===== config.mk =====
export PLATFORM = sky130hd
export DESIGN_NAME = serial_sub_nbit
export DESIGN_NICKNAME = d
export VERILOG_FILES = /design/src/rtl/serial_sub_nbit.sv
export SDC_FILE = /design/constraint.sdc
export NUM_CORES = 1
export LEC_CHECK = 0
export BUFFER_PORTS_ARGS = -buffer_cell sky130_fd_sc_hd__clkbuf_2
export CAP_MARGIN = 5
export CORE_ASPECT_RATIO = 0.8
export CORE_UTILIZATION = 31
export DETAILED_ROUTE_END_ITERATION = 16
export HOLD_SLACK_MARGIN = 0.06
export SYNTH_ARGS = -nofsm -noshare
export SYNTH_HDL_FRONTEND = slang
export SYNTH_SLANG_ARGS = --single-unit

===== constraint.sdc =====
create_clock -name clk -period 2.1 [get_ports clk]
set_clock_uncertainty 0.15 [all_clocks]
set_input_delay 0.315 -clock clk [delete_from_list [all_inputs] [get_ports clk]]
set_output_delay 0.315 -clock clk [all_outputs]
set_load 0.005 [all_outputs]

===== src/rtl/serial_sub_nbit.sv =====
// Bit-serial ripple-borrow subtractor: d = a - b - bin, one bit per clock, LSB first.
// Define SERIAL_SUB_OVF_EN to add the signed-overflow output ovf.
module serial_sub_nbit #(
    parameter int WIDTH = 4
) (
    input  logic             clk,
    input  logic             rst,
    input  logic             in_valid,
    output logic             in_ready,
    input  logic [WIDTH-1:0] a,
    input  logic [WIDTH-1:0] b,
    input  logic             bin,
    output logic             out_valid,
    input  logic             out_ready,
    output logic [WIDTH-1:0] d,
    output logic             bout
`ifdef SERIAL_SUB_OVF_EN
    ,
    output logic             ovf
`endif
);

    localparam int CW = $clog2(WIDTH);

    typedef enum logic [1:0] {
        IDLE = 2'd0,
        RUN  = 2'd1,
        DONE = 2'd2
    } state_t;

    state_t           state_q, state_d;
    logic [WIDTH-1:0] a_sh_q, a_sh_d;
    logic [WIDTH-1:0] b_sh_q, b_sh_d;
    logic [WIDTH-1:0] res_q, res_d;
    logic             br_q, br_d;
    logic [CW-1:0]    cnt_q, cnt_d;
    logic             ai, bi, br_next, last_bit;
`ifdef SERIAL_SUB_OVF_EN
    logic             ovf_q, ovf_d;
`endif

    always_ff @(posedge clk or posedge rst) begin
        if (rst) begin
            state_q <= IDLE;
            a_sh_q  <= '0;
            b_sh_q  <= '0;
            res_q   <= '0;
            br_q    <= 1'b0;
            cnt_q   <= '0;
`ifdef SERIAL_SUB_OVF_EN
            ovf_q   <= 1'b0;
`endif
        end else begin
            state_q <= state_d;
            a_sh_q  <= a_sh_d;
            b_sh_q  <= b_sh_d;
            res_q   <= res_d;
            br_q    <= br_d;
            cnt_q   <= cnt_d;
`ifdef SERIAL_SUB_OVF_EN
            ovf_q   <= ovf_d;
`endif
        end
    end

    assign ai       = a_sh_q[0];
    assign bi       = b_sh_q[0];
    assign br_next  = (~ai & bi) | (~(ai ^ bi) & br_q);
    assign last_bit = (cnt_q == CW'(WIDTH - 1));

    always_comb begin
        state_d = state_q;
        case (state_q)
            IDLE:    if (in_valid)  state_d = RUN;
            RUN:     if (last_bit)  state_d = DONE;
            DONE:    if (out_ready) state_d = IDLE;
            default: state_d = IDLE;
        endcase
    end

    // Datapath: load on accept, shift one bit per RUN cycle, hold otherwise.
    always_comb begin
        a_sh_d = a_sh_q;
        b_sh_d = b_sh_q;
        res_d  = res_q;
        br_d   = br_q;
        cnt_d  = cnt_q;
`ifdef SERIAL_SUB_OVF_EN
        ovf_d  = ovf_q;
`endif
        if (state_q == IDLE && in_valid) begin
            a_sh_d = a;
            b_sh_d = b;
            br_d   = bin;
            cnt_d  = '0;
        end else if (state_q == RUN) begin
            res_d  = {ai ^ bi ^ br_q, res_q[WIDTH-1:1]};
            a_sh_d = a_sh_q >> 1;
            b_sh_d = b_sh_q >> 1;
            br_d   = br_next;
            cnt_d  = cnt_q + CW'(1);
`ifdef SERIAL_SUB_OVF_EN
            // Borrow into MSB vs borrow out of MSB.
            if (last_bit) ovf_d = br_q ^ br_next;
`endif
        end
    end

    always_comb begin
        in_ready  = (state_q == IDLE);
        out_valid = (state_q == DONE);
        d         = res_q;
        bout      = br_q;
`ifdef SERIAL_SUB_OVF_EN
        ovf       = ovf_q;
`endif
    end

endmodule

==> reports/results.txt <==
status = completed
FMAX = 0.567 GHz
H-tree level count = 1
Clk pin slew, worst setup/hold paths = 0.10 ns
total die area = 0.00277 mm^2
grt total ovfl = 0
synth unique cells = 21
vias per inst = 4.90
PD cells = 1440 mW/mm^2
DP Area = 928 um^2
worst relative slew slack = 56.4%
Seq/Total Area, Yosys = 53.5%
gpl congestion = 0.673
CP arrival = 1.79 ns
IO Count = 20
first-pass GRT wire length = 2.40 mm
Inserted Diodes = 0
CTS resizes = 0
fraction of layout cells with a size suffix above 1 = 29.2%
clk sinks = 17
Final TNS setup = 0 ns
Total Routing Usage GR = 12.2%
number of antenna violations at the first check in global routing = 0
Wirelength per Cell = 12.3 um
Setup CP Type = reg2reg
Post-CTS Setup Bufs = 0
# Max-Cap Violations = 0
most common cell after layout, fill and taps aside = clkbuf_2
CP Data Required Time = 2.13 ns
Worst Tran Pin Value = 0.653 ns
Mapped Cells = 67
number of global-route vias before repair = 525
Starting Density = 32.6%
pin count of the biggest net entering global routing = 18
M3 GR Usage = 4.96%
total power draw = 1.39 mW
Hold WC Path Type = in2reg
DRC errors left = 0
most frequent cells in the layout = 19 x clkbuf_2, 17 x dfrtp_1, 9 x inv_1
HPWL after DPL = 1.09 mm
worst vdd ir = 0.000418 V
fin crit period = 1.76 ns
syn avg cell area = 11.9 um^2
chip width = 58.6 um
Starting DRT DRC Count = 24
Critical Path End Type = register
crit-path max FO = 14
area added between synthesis and finish = 21.2%
clock latency on the worst-skew pair = 0.29 ns
Row Count = 16
Most Crowded Layer GR = met2
yosys warns = 0
share of the clock period used by the worst path = 84.0%
Clock Tree Buf Depth = 2
Port Buffers = 19
nets = 105
core area = 0.00244 mm^2
final instance area = 965 um^2
Slew Limit Fails = 0
post-route antenna net violation count = 0
Syn Nets = 82
vias post-DR = 613
RSZ-0062 raised after global routing = false
CTS root buffer = clkbuf_4
Setup crit start kind = register
grt met2 use = 18.2%
Post-Syn Area = 796 um^2
Chip Height = 47.3 um
total CTS buffers = 3
routing usage on met1 = 16.2%
Leak = 0.460 nW
Yosys reg bits = 17
CTS tree = done
setup violators final = 0
final WL = 1.54 mm
first drt pass iteration count = 5
Fin. Hold Viols = 0
## area by class of cell
cell class,count,area (um^2)
fill,273,1480
sequential,17,425
multi-input combinational,36,307
timing repair buffer,23,128
tap,36,45.0
inverter,9,33.8
clock buffer,4,26.3
## metal layers
layer / routed length [um] / share of wire, % / vias up
met5: 0 / 0 / -
met4: 19 / 1.2 / 0
met3: 76 / 4.9 / 2
met2: 743 / 48 / 20
met1: 701 / 46 / 309
li1: - / - / 282
## through the flow
stage	instances	utilization [%]	setup WS (ns)	hold WS, ns
after detailed placement	120	38.0	0.350	0.274
after global routing	125	39.5	0.194	0.115
after CTS	125	39.5	0.316	0.122
after floorplan	67	-	0.700	0.0911
final	125	39.5	0.336	0.123
after global placement	120	38.0	0.392	0.267
## critical path: stages, from the launching register on
cell and delay, ns:
dfrtp_1 0.57, nor2b_1 0.55, mux2_1 0.38
## cell usage after synthesis
master    instances  share of area [%]
buf_2             3                1.9
mux2_2            1                1.4
a221oi_1          2                2.2
buf_6             1                1.4
nor4b_1           4                4.4
nor2_1            3                1.4
a222oi_1          3                3.8
nor2b_1           5                3.9
inv_1             9                4.2
nor3b_1           2                1.9
a22o_1            2                2.2
a32o_1            2                2.5
ha_1              1                1.6
clkbuf_1          1               0.47
o21bai_1          1               0.94
fa_1              1                2.5
mux2_1            4                5.7
nand2b_1          2                1.6
a211oi_1          2                1.9
a21oi_1           1               0.63
dfrtp_1          17                 53
## cell families (layout without fill, tap and decap cells)
family / after synthesis / after routing / share of synthesized area [%]
and+or+nand+nor: 16 / 16 / 13.2
muxes: 5 / 5 / 7.07
DFF: 17 / 17 / 53.5
adders and majority gates: 2 / 2 / 4.09
AOI/OAI and AO/OA: 13 / 13 / 14.2
buffers and inverters: 14 / 36 / 8.02
## sequential cells by signal, summed over array words and instances, names as in the netlist
signal	cells
cnt_q	2
d	4
state_q	2
bout	1
a_sh_q	4
b_sh_q	4
## report_power, final
part / switching [mW] / total [mW] / internal [mW]
combinational: 0.277 / 0.600 / 0.322
clock: 0.104 / 0.178 / 0.0740
sequential: 0.125 / 0.615 / 0.489
## path summary, 6_finish.rpt
check / from / endpoint / slack, ns / depth (start not counted)
max in group asynchronous: rst / b_sh_q[2]$_DFFE_PP0P_ / 0.89 / 3
min: a[3] / a_sh_q[3]$_DFFE_PP0P_ / 0.12 / 2
max reg2reg: state_q[0]$_DFFE_PP0P_ / d[0]$_DFFE_PP0P_ / 0.34 / 2
min reg2reg: d[0]$_DFFE_PP0P_ / d[0]$_DFFE_PP0P_ / 0.35 / 1
min in group asynchronous: rst / d[1]$_DFFE_PP0P_ / 0.48 / 3
max: state_q[0]$_DFFE_PP0P_ / d[0]$_DFFE_PP0P_ / 0.34 / 2
## repair_timing
item,4_1_cts,5_1_grt
setup endpoints to repair,0,0
hold endpoints to repair,17,0
hold buffers,1,0
Power figures use the tool's default switching activity.
